**src/rtl/junction_pkg.sv**
```systemverilog
// junction_pkg: lamp codes, phase states and lane helpers shared by the junction controller
package junction_pkg;
  localparam logic [1:0] COL_OFF = 2'b00;
  localparam logic [1:0] COL_RED = 2'b01;
  localparam logic [1:0] COL_AMBER = 2'b10;
  localparam logic [1:0] COL_GREEN = 2'b11;
  localparam int NUM_LANES = 3;
  localparam logic [1:0] NO_LANE = 2'd3;
  typedef enum logic [1:0] {ALL_RED, ARB, GREEN, AMBER} phase_t;
  function automatic logic [1:0] next_lane(logic [1:0] l);
    return l >= 2'(NUM_LANES - 1) ? 2'd0 : l + 2'd1;
  endfunction
  function automatic logic [5:0] lamp_colours(phase_t s, logic [1:0] l);
    lamp_colours = {3{COL_RED}};
    for (int i = 0; i < NUM_LANES; i++)
      if (l == 2'(i)) lamp_colours[2*i+:2] = s == GREEN ? COL_GREEN : s == AMBER ? COL_AMBER : COL_RED;
  endfunction
endpackage

```
**src/rtl/tick_prescaler.sv**
```systemverilog
// tick_prescaler: divides clock_50 into a one-cycle tick every TICK_DIV enabled cycles
//   clock_50/reset_n: clock and async active-low reset; enable: count only when high
//   clear: restart the count at 0; tick: high on the last count of each period
module tick_prescaler #(
  parameter int TICK_DIV = 50000000
) (
  input  logic clock_50,
  input  logic reset_n,
  input  logic enable,
  input  logic clear,
  output logic tick
);
  localparam int W = TICK_DIV > 1 ? $clog2(TICK_DIV) : 1;
  logic [W-1:0] count;
  assign tick = enable && count == W'(TICK_DIV - 1);
  always_ff @(posedge clock_50 or negedge reset_n)
    if (!reset_n) count <= '0;
    else if (clear) count <= '0;
    else if (enable) count <= tick ? '0 : count + 1'b1;
endmodule

```
**src/rtl/junction_phase_controller.sv**
```systemverilog
// junction_phase_controller: round-robin green/amber/all-red sequencing for a 3-lane junction
//   clock_50/reset_n: clock and async active-low reset; enable: freeze everything when low
//   lane_req: per-lane vehicle request; force_all_red: drive to and hold all-red
//   lane_colour: 2-bit lamp code per lane; active_lane: green/amber lane or 3
//   phase_start: pulse on GREEN entry; secs_remaining: ticks left in the timed phase
module junction_phase_controller
  import junction_pkg::*;
#(
  parameter int TICK_DIV     = 50000000,
  parameter int GREEN_TICKS  = 10,
  parameter int AMBER_TICKS  = 3,
  parameter int ALLRED_TICKS = 1,
  parameter int TMR_W        = 8
) (
  input  logic             clock_50,
  input  logic             reset_n,
  input  logic             enable,
  input  logic [2:0]       lane_req,
  input  logic             force_all_red,
  output logic [5:0]       lane_colour,
  output logic [1:0]       active_lane,
  output logic             phase_start,
  output logic [TMR_W-1:0] secs_remaining
);
  phase_t state, state_n;
  logic [1:0] lane, lane_n, last, last_n, c1, c2, pick;
  logic [TMR_W-1:0] timer, timer_n;
  logic tick, expire, others;
  // restarting the prescaler on every state change makes each phase exactly N ticks long
  tick_prescaler #(.TICK_DIV(TICK_DIV)) u_prescaler (
    .clock_50(clock_50),
    .reset_n(reset_n),
    .enable(enable),
    .clear(enable && state_n != state),
    .tick(tick)
  );
  assign expire = tick && timer == TMR_W'(1);
  assign others = |(lane_req & ~(3'b001 << lane));
  assign c1 = next_lane(last);
  assign c2 = next_lane(c1);
  assign pick = lane_req[c1] ? c1 : lane_req[c2] ? c2 : lane_req[last] ? last : NO_LANE;
  assign active_lane = lane;
  assign secs_remaining = timer;
  always_comb begin
    state_n = state;
    lane_n = lane;
    last_n = last;
    timer_n = tick ? timer - 1'b1 : timer;
    if (enable)
      case (state)
        ALL_RED: if (expire) begin
          state_n = force_all_red ? ALL_RED : ARB;
          timer_n = force_all_red ? TMR_W'(ALLRED_TICKS) : '0;
        end
        ARB: begin
          timer_n = '0;
          if (pick != NO_LANE && !force_all_red) begin
            state_n = GREEN;
            lane_n = pick;
            last_n = pick;
            timer_n = TMR_W'(GREEN_TICKS);
          end
        end
        GREEN: if (force_all_red || (expire && others)) begin
          state_n = AMBER;
          timer_n = TMR_W'(AMBER_TICKS);
        end else if (expire) timer_n = TMR_W'(GREEN_TICKS);
        AMBER: if (expire) begin
          state_n = ALL_RED;
          lane_n = NO_LANE;
          timer_n = TMR_W'(ALLRED_TICKS);
        end
        default: begin
          state_n = ALL_RED;
          lane_n = NO_LANE;
          timer_n = TMR_W'(ALLRED_TICKS);
        end
      endcase
  end
  // lamp outputs come from the next-state values so they are clean flop outputs
  always_ff @(posedge clock_50 or negedge reset_n)
    if (!reset_n) begin
      state <= ALL_RED;
      lane <= NO_LANE;
      last <= 2'd2;
      timer <= TMR_W'(ALLRED_TICKS);
      lane_colour <= {3{COL_RED}};
      phase_start <= 1'b0;
    end else begin
      state <= state_n;
      lane <= lane_n;
      last <= last_n;
      timer <= timer_n;
      lane_colour <= lamp_colours(state_n, lane_n);
      phase_start <= state_n == GREEN && state != GREEN;
    end
endmodule

```
**config.mk**
```make
export PLATFORM = sky130hd
export DESIGN_NAME = junction_phase_controller
export DESIGN_NICKNAME = d
export VERILOG_FILES = /design/src/rtl/junction_pkg.sv /design/src/rtl/tick_prescaler.sv /design/src/rtl/junction_phase_controller.sv
export SDC_FILE = /design/constraint.sdc
export NUM_CORES = 1
export LEC_CHECK = 0
export ABC_CLOCK_PERIOD_IN_PS = 8700
export CAP_MARGIN = 5
export CORE_MARGIN = 1
export CORE_UTILIZATION = 45
export DETAILED_ROUTE_END_ITERATION = 8
export HOLD_SLACK_MARGIN = 0.03
export PLACE_DENSITY_LB_ADDON = 0.1
export SYNTH_ARGS = -nofsm -noshare
export SYNTH_HDL_FRONTEND = slang
export SYNTH_HIERARCHICAL = 1
export SYNTH_SLANG_ARGS = --single-unit
```
**constraint.sdc**
```tcl
create_clock -name clock_50 -period 8.7 [get_ports clock_50]
set_input_delay 1.74 -clock clock_50 [delete_from_list [all_inputs] [get_ports clock_50]]
set_output_delay 1.74 -clock clock_50 [all_outputs]
set_load 0.02 [all_outputs]
```
* Word-level counts from Yosys, hierarchy flattened
Index checks and enable logic that the tools add are counted.
Operators by class: shift-type cells 1, bitwise logic cells 2, equal/unequal tests 12, muxes and demuxes 39, magnitude comparators 5, $add $sub $neg 4, reduce and logical (&&, ||, !) cells 13
Operators with widths (count):
- $mux W26 | 3
- $mux W8 | 6
- $mux W2 | 18
- $pmux W8 S4 | 1
- $add A26 B1 Y26 const B | 1
- $eq A26 B26 Y1 const B | 1
- $eq A2 B2 Y1 const B | 5
- $lt A2 B3 Y1 const B | 3
- $eq A8 B1 Y1 const B | 1
- $pmux W2 S4 | 1
- $sub A8 B1 Y8 const B | 1
- $bmux W1 S2 | 3
- $logic_and A1 B1 Y1 | 6
- $mux W1 | 5
- $add A2 B1 Y2 const B | 2
- $eq A2 B1 Y1 const B | 2
- $ge A2 B2 Y1 const B | 2
- $logic_not A2 Y1 | 2
- $mux W4 | 1
- $ne A2 B2 Y1 const B | 2
- $pmux W2 S2 | 1
- $and A3 B3 Y3 | 1
- $not A3 Y3 | 1
- $reduce_and A3 Y1 | 1
- 6 further kinds | 6
Word-level totals: flip-flop bits (word level) 47, output and inout port bits 17, bits of input ports 7, word-level logic and storage cells 83

* Depth between registers and ports, before layout
Gate-level depths: netlist of the first run.
depth in word-level cells 17, gate-level depth with buffers 17, gate-level depth less buffers 15

* Hierarchy
The synthesis of the first run kept the hierarchy.
By module, submodules not included:
- tick_prescaler | times used 1, cells an instance 157, area each 1492.7 µm², seq. area each 650.6 µm²
- junction_phase_controller | times used 1, cells an instance 138, area each 1258.7 µm², seq. area each 534.3 µm²

* Least setup slack after synthesis of the first run
OpenSTA, ideal clock, no wires.
path kind input to register, start point input enable, end point register u_prescaler.count[19], path slack 4022 ps, arrival 4557 ps, path buffers 2, cell stages on the path 16, library setup time 120 ps, data required time 8580 ps, path through nor4b_1 > and4_1 > nand2_1 > inv_1 > buf_2 > nor4bb_2 > nand2_1 > nor2_1 > o21ai_0 > a221oi_1 > buf_2 > o2111ai_1 > nor4_2 > nand4_1 > xor2_1 > nor2_2
Between the ends: cells in the longest elaborated chain, start to end 10, elaborated cells between the ends (all ways) 15, classes of those cells eq/ne (1); mux (8); reduce/logical (6)
RTL lines:
- start, declared | RTL line junction_phase_controller.sv:17 | input logic enable,
- $logic_and A1 B1 Y1 (*) | RTL line tick_prescaler.sv:15 | assign tick = enable && count == W'(TICK_DIV - 1);
- net tick | RTL line junction_phase_controller.sv:28 | logic tick, expire, others;
- $logic_and A1 B1 Y1 | RTL line junction_phase_controller.sv:37 | assign expire = tick && timer == TMR_W'(1);
- $logic_and A1 B1 Y1 | RTL line junction_phase_controller.sv:64 | GREEN: if (force_all_red || (expire && others)) begin
- $logic_or A1 B1 Y1 | RTL line junction_phase_controller.sv:64
- $mux W2 | RTL line junction_phase_controller.sv:64
- $pmux W2 S4 | RTL line junction_phase_controller.sv:50 | case (state)
- $mux W2 | RTL line junction_phase_controller.sv:49 | if (enable)
- $ne A2 B2 Y1 | RTL line junction_phase_controller.sv:34 | .clear(enable && state_n != state),
- $logic_and A1 B1 Y1 | RTL line junction_phase_controller.sv:34
- $mux W26 or $reduce_bool A2 Y1 (tied branches)
- end signal, assigned | RTL line tick_prescaler.sv:19 | else if (enable) count <= tick ? '0 : count + 1'b1;
- end, declared | RTL line tick_prescaler.sv:14 | logic [W-1:0] count;
Mark *: on every way through the listed nets, which the timed path passes. The rest lies on a longest branch. The select of a mux whose other input is x is not followed. A chain may end at the register's enable or synchronous reset.

* Final worst setup path of the first run
start point input enable, end point register u_prescaler.count[25]
The elaborated chain is that of the path after synthesis.

==> results.cfg, run 1 <==
[setup_path]
rr_endpoint = u_prescaler/count[25]$_DFFE_PN0P_
path_max_fanout = 26
cpLargestDelayFamily = simple AND/OR/NAND/NOR gates
worst-path-buf-inv = 4
crit_arrival_ns = 5.80
reg2regPathDepth = 16
worstPathCellList = clkdlybuf4s50_1, buf_4, nor4b_1, and4_1, nand2_1, inv_1, nor4bb_2, nand2_1, nor2_1, o21ai_0, a221oi_1, buf_4, o2111ai_1, nor4_2, nand4_1, xor2_1, nor2_2
criticalPathCategory = input pin to flip-flop
r2r_slack_ns = 4.52
crit_required_ns = 8.86
critPathCaptureType = flip-flop
crit_slowest_cell = nor4_2
worst_setup_path_start_kind = input pin
reg2reg_from = u_prescaler/count[0]$_DFFE_PN0P_
cp_slowest_stage_delay_ns = 0.49

[logic_synthesis]
synth_edf_count = 0
ys_types = 60
netlist_top_cells_count = 40 x dfrtp_1, 35 x nor2_1, 25 x nand2_1
synth.area.top_cells = dfrtp_1 36%, dfstp_2 6.7%, xor2_1 5.7%
yosys.cell_count.top_type = dfrtp_1
syn-instance-count = 295
synth_top_area_cell = dfrtp_1
synth_fp_nets = 306
synth-main-ff-cell = dfrtp_1
synth_top_cell_area_share_pct = 36.38
yosysSeqAreaShare_pct = 43.07
synth_seq_cells = 47
async_reset_ff_share_pct = 100.0
synth_area_per_cell_um2 = 9.327
yosys_warnings = 6
syn_area_um2 = 2751

[clock_tree]
cts_root_buf = clkbuf_8
clk_pin_slew_ns = 0.08
insertion_delay_ns = 0.30
cts_setup_buffers = 0
htree_levels = 2
clk_path_buf_depth = 2
cts_tree = built
cts_buffers = 5
cts_hold_buf = 0
cts_sinks = 47
ctsResizeCount = 0

[global_routing]
grt_util_all_layers_pct = 18.93
antenna_found_initial = 0
grt_start_max_net_pins = 48
grt-ovfl-total = 0
grt_pass1_wl_um = 9432
grt_pass1_vias = 1979

[routing]
drc = 0
avgRoutedWirePerCell_um = 14.56
dr.pass1.iters = 5
vias = 2226
final_antenna_net_count = 0
viasPerCell = 5.664
drtIter0Drc = 116
wl_um = 5722

[finish]
synthToLayoutAreaGrowth_pct = 14.87
utilization_pct = 53.38
num_antenna_cells = 0
final_nets = 328
drive_above_1_share_pct = 10.69
fin_cells = 393

[power_and_ir_drop]
max-vdd-ir-drop_v = 0.0001013
p_per_area_nw_per_um2 = 231.0
p_leak_nw = 1.341

[sta]
drv_slew = 0
hold_viol_final = 0
fin_tns_setup_ns = 0
fin_crit_sh_pct = 64.88
post-route-min-period_ns = 5.644
finalSetupViolations = 0
grt_setup_unrepaired = no
worstMarginPinSlew_ns = 1.023
clock.fmax_mhz = 177.2
fin_skew_ns = 0.005820
max-slew-margin-rel_pct = 31.81

[status]
status = complete, no violations

[floorplanning]
initial_core_util_pct = 46.47
die_h_um = 80.20
io_pins = 24
core_area_um2 = 5921
die_w_um = 80.20
die-area_um2 = 6431
num_rows = 28

[job]
maxCapViolCount = 0

[placed_design]
port_buffers = 23
dp_hpwl_um = 4042
dp_cells = 385
gp_congestion = 0.8624

[hold_path]
hold_start = u_prescaler/count[25]$_DFFE_PN0P_
min_to = u_prescaler/count[25]$_DFFE_PN0P_
whs_path_depth = 2
hp-class = flip-flop to flip-flop
[flip-flops by register name, indices dropped and copies added, names as in the netlist]
name and count:
u_prescaler/count 26, state 2, last 2, secs_remaining 8
phase_start 1, active_lane 2, lane_colour 6
[stage by stage]
step,power [mW],cell area (µm²),hold slack [ns],setup WS (ns)
2_1_floorplan,0.4828,2751,0.4995,4.022
6_report,0.7302,3161,0.5439,3.056
3_3_place_gp,0.5699,3043,0.5287,2.849
3_5_place_dp,0.5710,3043,0.5250,2.796
5_1_grt,0.7790,3161,0.5901,2.647
4_1_cts,0.7385,3161,0.5508,3.094
[tightest hold or removal path, cell delays in order (launching register included)]
cell,delay [ns]
dfrtp_1,0.36
xor2_1,0.08
nor2_2,0.07
[where the power goes]
group          leakage (nW)  internal [mW]  switching (mW)
Sequential            0.609          0.267          0.0553
Clock                0.0612         0.0930          0.0720
Combinational         0.671          0.108           0.134
Total                  1.34          0.468           0.262
[cell families after synthesis]
group / synth area share (%)
muxes: 0.8185
xor gates and xnor gates: 8.595
adders and majority gates: 1.819
buffers and inverters: 3.183
DFF: 43.07
AOI/OAI and AO/OA: 12.87
and+or+nand+nor: 29.65
[layer usage]
metal  global-route usage [%]  vias up  routed length [µm]
met5                        0        -                   0
met4                    5.893        0                  78
met3                    3.068        9                 196
met2                    32.48       51                2792
met1                    24.28     1071                2655
li1                         -     1095                   -
[how the worst max path moves through the flow]
stage	startpoint	endpoint	slack, ns	cells after the start
detailed placement	enable	u_prescaler/count[25]$_DFFE_PN0P_	2.80	17
floorplan	enable	u_prescaler/count[19]$_DFFE_PN0P_	4.02	16
finish	enable	u_prescaler/count[25]$_DFFE_PN0P_	3.06	17
CTS	enable	u_prescaler/count[25]$_DFFE_PN0P_	3.09	17
global placement	enable	u_prescaler/count[25]$_DFFE_PN0P_	2.85	17
global route	enable	u_prescaler/count[25]$_DFFE_PN0P_	2.65	17
[area by class of cell]
type	count	area, µm²
Clock inverter	2	35.03
Sequential cell	47	1185
Multi-Input combinational cell	226	1479
Tap cell	75	93.84
Timing Repair Buffer	25	240.2
Fill cell	541	2760
Inverter	12	45.04
Clock buffer	6	82.58
[cell usage in the layout, fill, tap and decap left out, types with 4 or more instances in the layout]
cell,count
inv_1,11
and2_1,4
xnor2_1,9
and3_1,4
nand2_1,25
nor4_1,4
xor2_1,18
nand4_1,11
a21oi_1,15
o21ai_0,9
clkbuf_8,6
clkdlybuf4s50_1,22
nand3_1,19
nor2_1,35
dfstp_2,7
dfrtp_1,40
ha_1,4
nor3_1,7
Note: power is estimated with default switching activity, not from simulation.
==> run 2, diff against run 1 <==
ABC_CLOCK_PERIOD_IN_PS = 5800   (was 8700)
clock period = 5.8 ns   (was 8.7 ns; I/O delays follow)
==> run 2 against run 1 <==
  * First-iteration DRC count fell by 23%
  * Routed wire length grew 3.8%
  * Via count increased by 1.4%
  * Core utilization about the same
  * Setup slack worse by 2.1 ns
  * Global-route usage increased by 1.7 points
  * Sequential share of layout area about the same
  * Register-to-register slack worse by 2.9 ns
  * Sequential cell count did not move
  * Non-clock buffer count rose by 1
  * Count of clock-buffer cells in the layout fell by 1
  * Highest routed layer unchanged
==> results.cfg, run 2 (synthesized netlist as in run 1, its figures left out) <==
[finish]
synthToLayoutAreaGrowth_pct = 14.96
utilization_pct = 53.42
regArea_um2 = 1185
final_common_cell = dfrtp_1
final_nets = 329
layout.cells.most_common_list = 40 x dfrtp_1, 35 x nor2_1, 25 x nand2_1
num_antenna_cells = 0
drive_above_1_share_pct = 10.97
largest_register_ffs = 26
fill_cells = 553
fin_cells = 394
multiInputGateArea_um2 = 1479
regMostFlops = u_prescaler/count

[setup_path]
cpLargestDelayFamily = simple AND/OR/NAND/NOR gates
worst-path-buf-inv = 3
cp_common_cell = nand2_1
crit_slowest_cell = nor4_2
reg2reg_from = u_prescaler/count[0]$_DFFE_PN0P_
criticalPathCategory = input pin to flip-flop
crit_arrival_ns = 5.01
path_max_fanout = 10
crit_required_ns = 5.96
cp_slowest_stage_delay_ns = 0.49
worst_setup_path_start_kind = input pin
startpoint = enable
worstPathCellList = clkdlybuf4s50_1, nor4b_1, and4_1, nand2_1, inv_1, nor4bb_2, nand2_1, nor2_1, o21ai_0, a221oi_1, buf_4, o2111ai_1, nor4_2, nand4_1, xor2_1, nor2_2
critPathCaptureType = flip-flop

[hold_path]
hp-class = flip-flop to flip-flop
hold_start = u_prescaler/count[25]$_DFFE_PN0P_

[clock_tree]
clk_pin_slew_ns = 0.08
clk_path_buf_depth = 2
htree_levels = 2
insertion_delay_ns = 0.30
cts_sinks = 47
cts_tree = built
ctsResizeCount = 0
cts_buffers = 5
cts_hold_buf = 0
cts_setup_buffers = 0
cts_root_buf = clkbuf_8

[global_routing]
grt_busiest_layer = met2
use_met3_pct = 3.864
met2_usage_pct = 34.19
grt_util_all_layers_pct = 20.61
grt-ovfl-total = 0
grt_pass1_wl_um = 10270
grt_start_max_net_pins = 48
met1_usage_pct = 27.12
antenna_found_initial = 0
grt_pass1_vias = 2219

[sta]
hold_viol_final = 0
max-slew-margin-rel_pct = 46.06
fin_skew_ns = 0.008400
grt_setup_unrepaired = no
post-route-min-period_ns = 4.856
fin_tns_setup_ns = 0
worstMarginPinSlew_ns = 0.8092
drv_slew = 0
timing.hold.ws_ns = 0.5665
clock.fmax_mhz = 205.9
fin_crit_sh_pct = 83.73
finalSetupViolations = 0

[routing]
drtIter0Drc = 89
vias = 2257
wl_um = 5939
avgRoutedWirePerCell_um = 15.07
final_antenna_net_count = 0
viasPerCell = 5.728
dr.pass1.iters = 5
drc = 0

[placed_design]
port_buffers = 23
dp_cells = 386
gp_congestion = 0.8870
dp_hpwl_um = 4137

[status]
status = complete, no violations

[floorplanning]
num_rows = 28
core_area_um2 = 5921
die-area_um2 = 6431
die_w_um = 80.20
die_h_um = 80.20
initial_core_util_pct = 46.47
io_pins = 24

[power_and_ir_drop]
p_leak_nw = 1.343
power_mw = 1.090
max-vdd-ir-drop_v = 0.0001496
p_per_area_nw_per_um2 = 344.6

[job]
maxCapViolCount = 0
-- run 2: cell types whose count changed in the layout (fill, tap and decap cells not counted) --
| cell | delta |
|---|---|
| buf_4 | +1 |
| clkbuf_8 | -1 |
| clkinv_4 | +1 |
-- run 2: cell type report --
type	instances	share of cell area (%)
Clock buffer	5	2.176
Clock inverter	3	1.384
Inverter	12	1.424
Multi-Input combinational cell	226	46.76
Sequential cell	47	37.46
Tap cell	75	2.967
Timing Repair Buffer	26	7.832
-- run 2: power breakdown --
part	switching, mW	total [mW]	internal (mW)
clock network	0.114	0.243	0.128
registers	0.0811	0.482	0.401
logic	0.202	0.365	0.163
total	0.398	1.09	0.692
-- run 2: worst paths after layout --
kind / to / slack [ns] / depth (start not counted)
setup / recovery: u_prescaler/count[25]$_DFFE_PN0P_ / 0.94 / 16
hold / removal: u_prescaler/count[25]$_DFFE_PN0P_ / 0.57 / 2
setup reg to reg: u_prescaler/count[25]$_DFFE_PN0P_ / 1.59 / 16
hold reg to reg: u_prescaler/count[25]$_DFFE_PN0P_ / 0.57 / 2
max in group asynchronous: u_prescaler/count[16]$_DFFE_PN0P_ / 4.45 / 2
min in group asynchronous: secs_remaining[5]$_DFF_PN0_ / 0.93 / 2
-- run 2: stage by stage --
step                instance area (µm²)  worst slack [ns]
finish                             3163            0.9437
floorplan                          2751             1.702
CTS                                3163            0.9836
global placement                   3050            0.7587
global route                       3163            0.4346
detailed placement                 3050            0.6876
-- run 2: per-layer routing --
metal | share of wire, % | vias up | routed length (µm)
met4 | 1.1 | 0 | 63
li1 | - | 1105 | -
met5 | 0 | - | 0
met1 | 47 | 1093 | 2765
met3 | 3.5 | 6 | 209
met2 | 49 | 53 | 2900
-- run 2: worst min-delay path: stages, from the launching register on --
cell	delay (ns)
dfrtp_1	0.37
xor2_1	0.08
nor2_2	0.08
==> run 3, diff against run 2 <==
ABC_CLOCK_PERIOD_IN_PS = 4200   (was 5800)
clock period = 4.2 ns   (was 5.8 ns; I/O delays follow)
==> run 3 against run 2 <==
  * Count of clock-buffer cells in the layout grew 1
  * Sequential share of layout area decreased by 1.2 points
  * Clock skew down 0.0013 ns
  * Non-clock buffer count up 12
  * Register-to-register slack worse by 0.96 ns
  * Setup slack got worse by 0.56 ns
  * Combinational power is 46% higher
  * Design area grew 3.2%
  * Die area did not move
  * Cell count increased by 3.0%
  * Critical path depth is 1 higher
  * Via count is 1.5% higher
==> results.cfg, run 3 (synthesized netlist as in run 1, its figures left out) <==
[finish]
layout.cells.most_common_list = 40 x dfrtp_1, 35 x nor2_1, 25 x nand2_1
synthToLayoutAreaGrowth_pct = 18.64
final_common_cell = dfrtp_1
multiInputGateArea_um2 = 1485
largest_register_ffs = 26
fin_cells = 406
regMostFlops = u_prescaler/count
num_antenna_cells = 0
final_nets = 341
drive_above_1_share_pct = 14.50
regArea_um2 = 1185
fill_cells = 552

[routing]
drtIter0Drc = 125
avgRoutedWirePerCell_um = 14.59
vias = 2290
dr.pass1.iters = 4
viasPerCell = 5.640
drc = 0
final_antenna_net_count = 0
wl_um = 5922

[setup_path]
cpLargestDelayFamily = simple AND/OR/NAND/NOR gates
r2r_slack_ns = 0.63
critPathCaptureType = flip-flop
rr_endpoint = u_prescaler/count[25]$_DFFE_PN0P_
crit_arrival_ns = 4.01
reg2reg_from = u_prescaler/count[1]$_DFFE_PN0P_
startpoint = enable
criticalPathCategory = input pin to flip-flop
worst-path-buf-inv = 4
worstPathCellList = clkdlybuf4s50_1, nor4b_2, and4_1, nand2_1, inv_1, nor4bb_2, nand2_1, nor2_1, o21ai_0, a221oi_1, buf_4, o2111ai_1, nor4_2, buf_4, nand4_1, xor2_1, nor2_2
reg2regPathDepth = 17
path_max_fanout = 5
cp_slowest_stage_delay_ns = 0.49
crit_required_ns = 4.39
crit_slowest_cell = clkdlybuf4s50_1
cp.depth = 17
crit_end = u_prescaler/count[25]$_DFFE_PN0P_
worst_setup_path_start_kind = input pin

[floorplanning]
die-area_um2 = 6431
die_h_um = 80.20
num_rows = 28
initial_core_util_pct = 46.47
die_w_um = 80.20
core_area_um2 = 5921
io_pins = 24

[sta]
max-slew-margin-rel_pct = 71.80
drv_slew = 0
post-route-min-period_ns = 3.816
fin_tns_setup_ns = 0
fin_crit_sh_pct = 90.86
worstMarginPinSlew_ns = 0.4192
fin_skew_ns = 0.007079
grt_setup_unrepaired = no
hold_viol_final = 0
clock.fmax_mhz = 262.0
finalSetupViolations = 0

[clock_tree]
cts_hold_buf = 0
clk_path_buf_depth = 2
cts_buffers = 5
cts_root_buf = clkbuf_8
clk_pin_slew_ns = 0.09
htree_levels = 2
insertion_delay_ns = 0.30
cts_setup_buffers = 0
cts_sinks = 47
cts_tree = built

[placed_design]
dp_cells = 398
gp_congestion = 0.8189
port_buffers = 23
dp_hpwl_um = 4372

[hold_path]
hp-class = input pin to asynchronous set/reset pin

[global_routing]
antenna_found_initial = 0
grt_pass1_wl_um = 10370
grt-ovfl-total = 0
grt_util_all_layers_pct = 20.75
grt_start_max_net_pins = 34
grt_pass1_vias = 2254

[job]
maxCapViolCount = 0

[power_and_ir_drop]
p_leak_nw = 1.409
max-vdd-ir-drop_v = 0.0002707
p_per_area_nw_per_um2 = 472.2

[status]
status = complete, no violations
run 3: cell type report:
cell class / instances / area share, %
clock inverter: 2 / 1.073
inverter: 12 / 1.380
sequential: 47 / 36.30
timing repair buffer: 38 / 10.35
tap: 75 / 2.875
clock buffer: 6 / 2.530
multi-input combinational: 226 / 45.50
run 3: worst reg2reg max path, cell delays in order (launching register included):
cell and delay [ns]:
dfrtp_1 0.46, ha_1 0.22, nand3_1 0.20, nor4_1 0.38, nand2_1 0.15, inv_1 0.09
nor4bb_2 0.31, nand2_1 0.12, nor2_1 0.13, o21ai_0 0.11, a221oi_1 0.25, buf_4 0.18
o2111ai_1 0.13, nor4_2 0.24, buf_4 0.18, nand4_1 0.11, xor2_1 0.18, nor2_2 0.05
run 3: report_power, final:
group	total (mW)	leakage, nW	internal, mW	switching [mW]
logic	0.533	0.739	0.247	0.285
registers	0.665	0.609	0.553	0.112
clock network	0.344	0.0612	0.193	0.151
run 3: layer usage:
metal | GRT usage (%) | share of wire (%)
met4 | 7.679 | 1.3
met1 | 27.33 | 48
met2 | 34.27 | 48
met3 | 3.295 | 3.0
met5 | 0 | 0
run 3: worst min-delay path by stage:
stage,startpoint,end,cells after the start
floorplan,u_prescaler/count[25]$_DFFE_PN0P_,u_prescaler/count[25]$_DFFE_PN0P_,2
global placement,u_prescaler/count[19]$_DFFE_PN0P_,u_prescaler/count[19]$_DFFE_PN0P_,2
detailed placement,u_prescaler/count[19]$_DFFE_PN0P_,u_prescaler/count[19]$_DFFE_PN0P_,2
CTS,reset_n,lane_colour[3]$_DFF_PN0_,1
global route,reset_n,last[0]$_DFFE_PN0P_,1
finish,reset_n,phase_start$_DFF_PN0_,1
run 3: metrics by stage:
step	cell area, µm²	hold slack (ns)	util (%)	total power [mW]	worst slack, ns
finish	3264	0.4324	55.14	1.542	0.3838
global route	3264	0.4426	55.14	1.650	0.006651
global placement	3141	0.5378	53.04	1.203	0.07746
CTS	3258	0.4420	55.03	1.562	0.3069
floorplan	2751	0.4995	-	1.000	0.4223
detailed placement	3141	0.5457	53.04	1.208	0.006936
run 3: what timing repair did:
item,in CTS,in global routing
resized for setup,0,1
setup endpoints to repair,0,6
hold endpoints to repair,0,0
